$ cat config.mk
export PLATFORM = sky130hd
export DESIGN_NAME = biquad_seq_ctrl
export DESIGN_NICKNAME = d
export VERILOG_FILES = /design/src/rtl/biquad_seq_ctrl.sv
export SDC_FILE = /design/constraint.sdc
export NUM_CORES = 1
export LEC_CHECK = 0
export CAP_MARGIN = 40
export CELL_PAD_IN_SITES_DETAIL_PLACEMENT = 1
export CELL_PAD_IN_SITES_GLOBAL_PLACEMENT = 1
export CORE_UTILIZATION = 39
export CTS_BUF_LIST = sky130_fd_sc_hd__clkbuf_16
export CTS_CLUSTER_SIZE = 12
export DETAILED_ROUTE_END_ITERATION = 10
export PLACE_DENSITY_LB_ADDON = 0.1
export SYNTH_ARGS = -nofsm -noshare
export SYNTH_HDL_FRONTEND = slang
export SYNTH_SLANG_ARGS = --single-unit
$ cat constraint.sdc
create_clock -name clk -period 2.44 [get_ports clk]
set_input_delay 0.488 -clock clk [delete_from_list [all_inputs] [get_ports clk]]
set_output_delay 0.488 -clock clk [all_outputs]
set_load 0.1 [all_outputs]
$ cat src/rtl/biquad_seq_ctrl.sv
// rtl/biquad_seq_ctrl.sv - sequencer FSM for the shared-MAC DF-II biquad datapath
//
// Per sample, sequences the shared MAC through five steps:
//   fk = Uk + a1*fk1 + a2*fk2    (a1/a2 are stored negated)
//   yk = b0*fk + b1*fk1 + b2*fk2
// then shifts the delay line.
//
// Ports:
//   clk          in   rising-edge system clock
//   reset_n      in   asynchronous active-low reset
//   start        in   sample strobe, accepted only in IDLE
//   clr          in   zero-state request, accepted only in IDLE, wins over start
//   controlS     out  coef select  (0 cero,1 a1,2 a2,3 b0,4 b1,5 b2)
//   controlC     out  state select (0 cero,1 fk1,2 fk2,3 fk)
//   controlZ     out  addend select(0 cero,1 Uk,2 yk,3 acum1,4 acum2,5 acum3)
//   en_uk, en_acum1, en_acum3, en_fk, en_yk, en_shift, en_clr  out  datapath enables
//   busy         out  high in every state except IDLE
//   done         out  one-cycle pulse, new yk valid
//   overrun_cnt  out  (BIQUAD_OVERRUN_CNT_EN only) saturating count of starts seen while busy
//
// Parameter MAC_LAT (1..15): cycles each MAC step holds its selects.
// Optional feature macro: BIQUAD_OVERRUN_CNT_EN.
// All outputs are registered: they are decoded from the next state and
// captured in the same flop stage as the state register.

module biquad_seq_ctrl #(
    parameter int MAC_LAT = 1
) (
    input  logic       clk,
    input  logic       reset_n,
    input  logic       start,
    input  logic       clr,
    output logic [2:0] controlS,
    output logic [1:0] controlC,
    output logic [2:0] controlZ,
    output logic       en_uk,
    output logic       en_acum1,
    output logic       en_acum3,
    output logic       en_fk,
    output logic       en_yk,
    output logic       en_shift,
    output logic       en_clr,
    output logic       busy,
`ifdef BIQUAD_OVERRUN_CNT_EN
    output logic       done,
    output logic [7:0] overrun_cnt
`else
    output logic       done
`endif
);

    typedef enum logic [3:0] {
        IDLE, LOAD, S1, S2, S3, S4, S5, SHIFT, DONE, CLEAR
    } state_t;

    localparam logic [3:0] RELOAD = 4'(MAC_LAT - 1);

    state_t     state, state_nx;
    logic [3:0] wcnt, wcnt_nx;

    logic [2:0] s_nx, z_nx;
    logic [1:0] c_nx;
    logic       uk_nx, a1_nx, a3_nx, fk_nx, yk_nx, sh_nx, clr_nx, busy_nx, done_nx;
    logic       last_nx;

    // Next state and wait counter. The counter reloads on every Sn entry
    // and counts down to zero; zero marks the final cycle of the step.
    always_comb begin
        state_nx = state;
        wcnt_nx  = wcnt;
        case (state)
            IDLE: begin
                if (clr)        state_nx = CLEAR;
                else if (start) state_nx = LOAD;
            end
            LOAD: begin
                state_nx = S1;
                wcnt_nx  = RELOAD;
            end
            S1, S2, S3, S4, S5: begin
                if (wcnt == 4'd0) begin
                    wcnt_nx = RELOAD;
                    case (state)
                        S1:      state_nx = S2;
                        S2:      state_nx = S3;
                        S3:      state_nx = S4;
                        S4:      state_nx = S5;
                        default: state_nx = SHIFT;
                    endcase
                end else begin
                    wcnt_nx = wcnt - 4'd1;
                end
            end
            SHIFT:   state_nx = DONE;
            DONE:    state_nx = IDLE;
            CLEAR:   state_nx = IDLE;
            default: state_nx = IDLE;
        endcase
    end

    // Output decode from the upcoming state so the flops present them
    // in the same cycle the state is entered.
    always_comb begin
        s_nx    = 3'd0;
        c_nx    = 2'd0;
        z_nx    = 3'd0;
        uk_nx   = 1'b0;
        a1_nx   = 1'b0;
        a3_nx   = 1'b0;
        fk_nx   = 1'b0;
        yk_nx   = 1'b0;
        sh_nx   = 1'b0;
        clr_nx  = 1'b0;
        done_nx = 1'b0;
        busy_nx = (state_nx != IDLE);
        last_nx = (wcnt_nx == 4'd0);
        case (state_nx)
            LOAD:  uk_nx = 1'b1;
            S1: begin s_nx = 3'd1; c_nx = 2'd1; z_nx = 3'd1; a1_nx = last_nx; end
            S2: begin s_nx = 3'd2; c_nx = 2'd2; z_nx = 3'd3; fk_nx = last_nx; end
            S3: begin s_nx = 3'd3; c_nx = 2'd3; z_nx = 3'd0; a3_nx = last_nx; end
            S4: begin s_nx = 3'd4; c_nx = 2'd1; z_nx = 3'd5; a1_nx = last_nx; end
            S5: begin s_nx = 3'd5; c_nx = 2'd2; z_nx = 3'd3; yk_nx = last_nx; end
            SHIFT: sh_nx   = 1'b1;
            DONE:  done_nx = 1'b1;
            CLEAR: clr_nx  = 1'b1;
            default: ;
        endcase
    end

    always_ff @(posedge clk or negedge reset_n) begin
        if (!reset_n) begin
            state    <= IDLE;
            wcnt     <= 4'd0;
            controlS <= 3'd0;
            controlC <= 2'd0;
            controlZ <= 3'd0;
            en_uk    <= 1'b0;
            en_acum1 <= 1'b0;
            en_acum3 <= 1'b0;
            en_fk    <= 1'b0;
            en_yk    <= 1'b0;
            en_shift <= 1'b0;
            en_clr   <= 1'b0;
            busy     <= 1'b0;
            done     <= 1'b0;
        end else begin
            state    <= state_nx;
            wcnt     <= wcnt_nx;
            controlS <= s_nx;
            controlC <= c_nx;
            controlZ <= z_nx;
            en_uk    <= uk_nx;
            en_acum1 <= a1_nx;
            en_acum3 <= a3_nx;
            en_fk    <= fk_nx;
            en_yk    <= yk_nx;
            en_shift <= sh_nx;
            en_clr   <= clr_nx;
            busy     <= busy_nx;
            done     <= done_nx;
        end
    end

`ifdef BIQUAD_OVERRUN_CNT_EN
    // Counts ignored strobes only; never feeds back into sequencing.
    always_ff @(posedge clk or negedge reset_n) begin
        if (!reset_n) begin
            overrun_cnt <= 8'd0;
        end else if (state == CLEAR) begin
            overrun_cnt <= 8'd0;
        end else if (start && busy && overrun_cnt != 8'hFF) begin
            overrun_cnt <= overrun_cnt + 8'd1;
        end
    end
`endif

endmodule

==> impl_metrics.env <==
export IMPL_cts_path_max_buffers=2
export IMPL_dp_hpwl_mm=1.83
export IMPL_cts_root_buf="clkbuf_16"
export IMPL_hold_slack_ns=0.522
export IMPL_fin_crit_sh=0.825
export IMPL_worstSetupEndpointType="register"
export IMPL_slew_violations=0
export IMPL_yosysUniqueCellTypes=37
export IMPL_drv_cap=0
export IMPL_drive_gt1_frac=0.200
export IMPL_wl_per_cell_um=15.2
export IMPL_totalWireLength_mm=2.53
export IMPL_status="completed"
export IMPL_cp_common_cell="inv_1"
export IMPL_ant_nets=0
export IMPL_first_pass_iters=4
export IMPL_final_common_cell="dfrtp_1"
export IMPL_syn2layout_area_growth_pct=23.0
export IMPL_syn_nets=121
export IMPL_diodes=0
export IMPL_path_cells="inv_1 -> ha_1 -> nor3b_2 -> o21ai_0 -> o21ai_1 -> nand2b_1 -> inv_1 -> and3_1"
export IMPL_worst_pin_slew_ns=0.472
export IMPL_worst_slack_ns=0.426
export IMPL_critPathRequiredTime_ns=2.59
export IMPL_period_needed_ns=2.01
export IMPL_numCtsBuffers=3
export IMPL_synth_warnings=0
export IMPL_core_region_area_um2=2760
export IMPL_start_util=0.414
export IMPL_route_detailed_drc=0
export IMPL_num_nets_final=142
export IMPL_critPathKind="register to register"
export IMPL_grt_pass1_wl_mm=4.34
export IMPL_finalSetupViolations=0
export IMPL_cp_arrival_ns=2.16
export IMPL_grt_pass1_vias=938
export IMPL_fp_dieH_um=56.1
export IMPL_clock_sinks=25
export IMPL_fmax_mhz=496
export IMPL_post_cts_buffers=0
export IMPL_startpoint_type="register"
export IMPL_cp_slowest_cell="dfrtp_1"
export IMPL_dieArea_um2=3150
export IMPL_path_clk_slew_ns=0.06
export IMPL_synthCells=115
export IMPL_drt_iter0_drc=17
export IMPL_io_buffer_count=20
export IMPL_cts_resized=0
export IMPL_htreeDepth=1
export IMPL_hold_violations=0
export IMPL_max_stage_delay_ns=0.41
export IMPL_overflow=0
export IMPL_cts_tree="built"
export IMPL_cts_hold_buffers=0
export IMPL_synth_area_um2=1140
export IMPL_skew_ns=0.00198
export IMPL_gp_congestion=0.746
export IMPL_fp_dieW_um=56.1
export IMPL_track_usage=0.179
export IMPL_clock_latency_ns=0.26
export IMPL_post_place_ws_ns=0.446
export IMPL_hold_class="register to register"
export IMPL_io_pins=21
export IMPL_avgSynthCellArea_um2=9.93
export IMPL_rsz0062_at_grt="false"
export IMPL_cp_max_fo=7
export IMPL_max_slew_margin=0.684
export IMPL_ys_ff_latch=25
export IMPL_avgViaCountPerCell=5.31
export IMPL_setup_tns_ns=0
export IMPL_grt_max_degree=26
export IMPL_path_delay_family="simple AND/OR/NAND/NOR gates"
export IMPL_antenna_found_initial=0
export IMPL_vias=881
export IMPL_yosysSeqAreaShare=0.548
export IMPL_fp_row_count=19
export IMPL_critPathBufInv=2
export IMPL_final_cell_mix="dfrtp_1 (25), buf_4 (18), nor2_1 (13)"
cells by family (layout without fill, tap and decap cells):
group                    after synthesis  after routing  share of synthesized area
buffers and inverters                 10             30                     0.0350
flip-flops                            25             25                      0.548
multiplexers                           2              2                     0.0175
adder cells (fa/ha/maj)                2              2                     0.0219
XOR/XNOR                               3              3                     0.0230
AO/OA/AOI/OAI                         26             26                      0.142
AND/OR/NAND/NOR                       47             47                      0.213
routing by layer:
layer,GRT usage,wire (um),vias up
li1,-,-,432
met1,0.238,1200,425
met2,0.291,1200,19
met3,0.0349,91,5
met4,0.0627,40,0
met5,0,0,-
registers in the layout, summed over array words and instances, names as in the netlist, 2 cells and up:
register and flops:
controlZ 3, controlC 2, wcnt 4, state 4, controlS 3
through the flow:
step                      instance area (um^2)  utilization  instances
after CTS                                 1410        0.510        166
after global placement                    1330        0.481        162
after detailed placement                  1330        0.481        162
after global routing                      1410        0.510        166
final                                     1410        0.510        166
after floorplan                           1140            -        115
worst paths after layout:
path | from | to | slack [ns] | depth (start not counted)
min reg2reg | wcnt[1]$_DFF_PN0_ | wcnt[1]$_DFF_PN0_ | 0.52 | 2
max in group asynchronous | reset_n | wcnt[1]$_DFF_PN0_ | 1.61 | 2
min | wcnt[1]$_DFF_PN0_ | wcnt[1]$_DFF_PN0_ | 0.52 | 2
max | wcnt[0]$_DFF_PN0_ | en_shift$_DFF_PN0_ | 0.43 | 8
min in group asynchronous | reset_n | state[3]$_DFF_PN0_ | 0.59 | 2
max reg2reg | wcnt[0]$_DFF_PN0_ | en_shift$_DFF_PN0_ | 0.43 | 8
tightest hold or removal path, delay by kind of cell (launching register included):
family,cells,cell delay [ns]
DFF,1,0.36
AOI/OAI and AO/OA,1,0.07
and+or+nand+nor,1,0.05
area by class of cell:
| class | instances | area (um^2) |
|---|---|---|
| Clock inverter | 1 | 3.75 |
| Clock buffer | 3 | 75.1 |
| Sequential cell | 25 | 626 |
| Tap cell | 31 | 38.8 |
| Fill cell | 330 | 1350 |
| Inverter | 5 | 20.0 |
| Timing Repair Buffer | 21 | 165 |
| Multi-Input combinational cell | 80 | 477 |
synth_stat cells:
cell type,n,area (um^2)
nor2_1,13,48.8
or3b_4,1,11.3
a21boi_0,1,7.51
o21a_1,1,7.51
a21oi_1,2,10.0
clkbuf_1,4,15.0
inv_1,4,15.0
or3_1,1,6.26
a2bb2oi_1,1,8.76
nor2b_1,2,12.5
buf_2,1,5.00
or2_0,1,6.26
o21ai_0,11,55.1
a222oi_1,1,10.0
or2_1,1,6.26
a31oi_1,2,12.5
nand3_1,2,10.0
a211oi_1,2,15.0
o21ai_1,1,5.00
or3_4,1,11.3
dfrtp_1,25,626
ha_1,2,25.0
nor3b_2,1,12.5
o21bai_1,1,7.51
a21o_1,1,7.51
nand2_2,2,12.5
clkinv_2,1,5.00
nor3b_1,1,7.51
xor2_1,2,17.5
xnor2_1,1,8.76
and3_1,1,6.26
o2bb2ai_1,1,8.76
mux2i_1,2,20.0
nand2b_1,3,18.8
o211ai_1,1,7.51
nor3_1,7,35.0
nand2_1,10,37.5
Power is left out: the tool's default activity adds up to more than one toggle a clock period on the data nets, which glitch-free logic cannot reach.
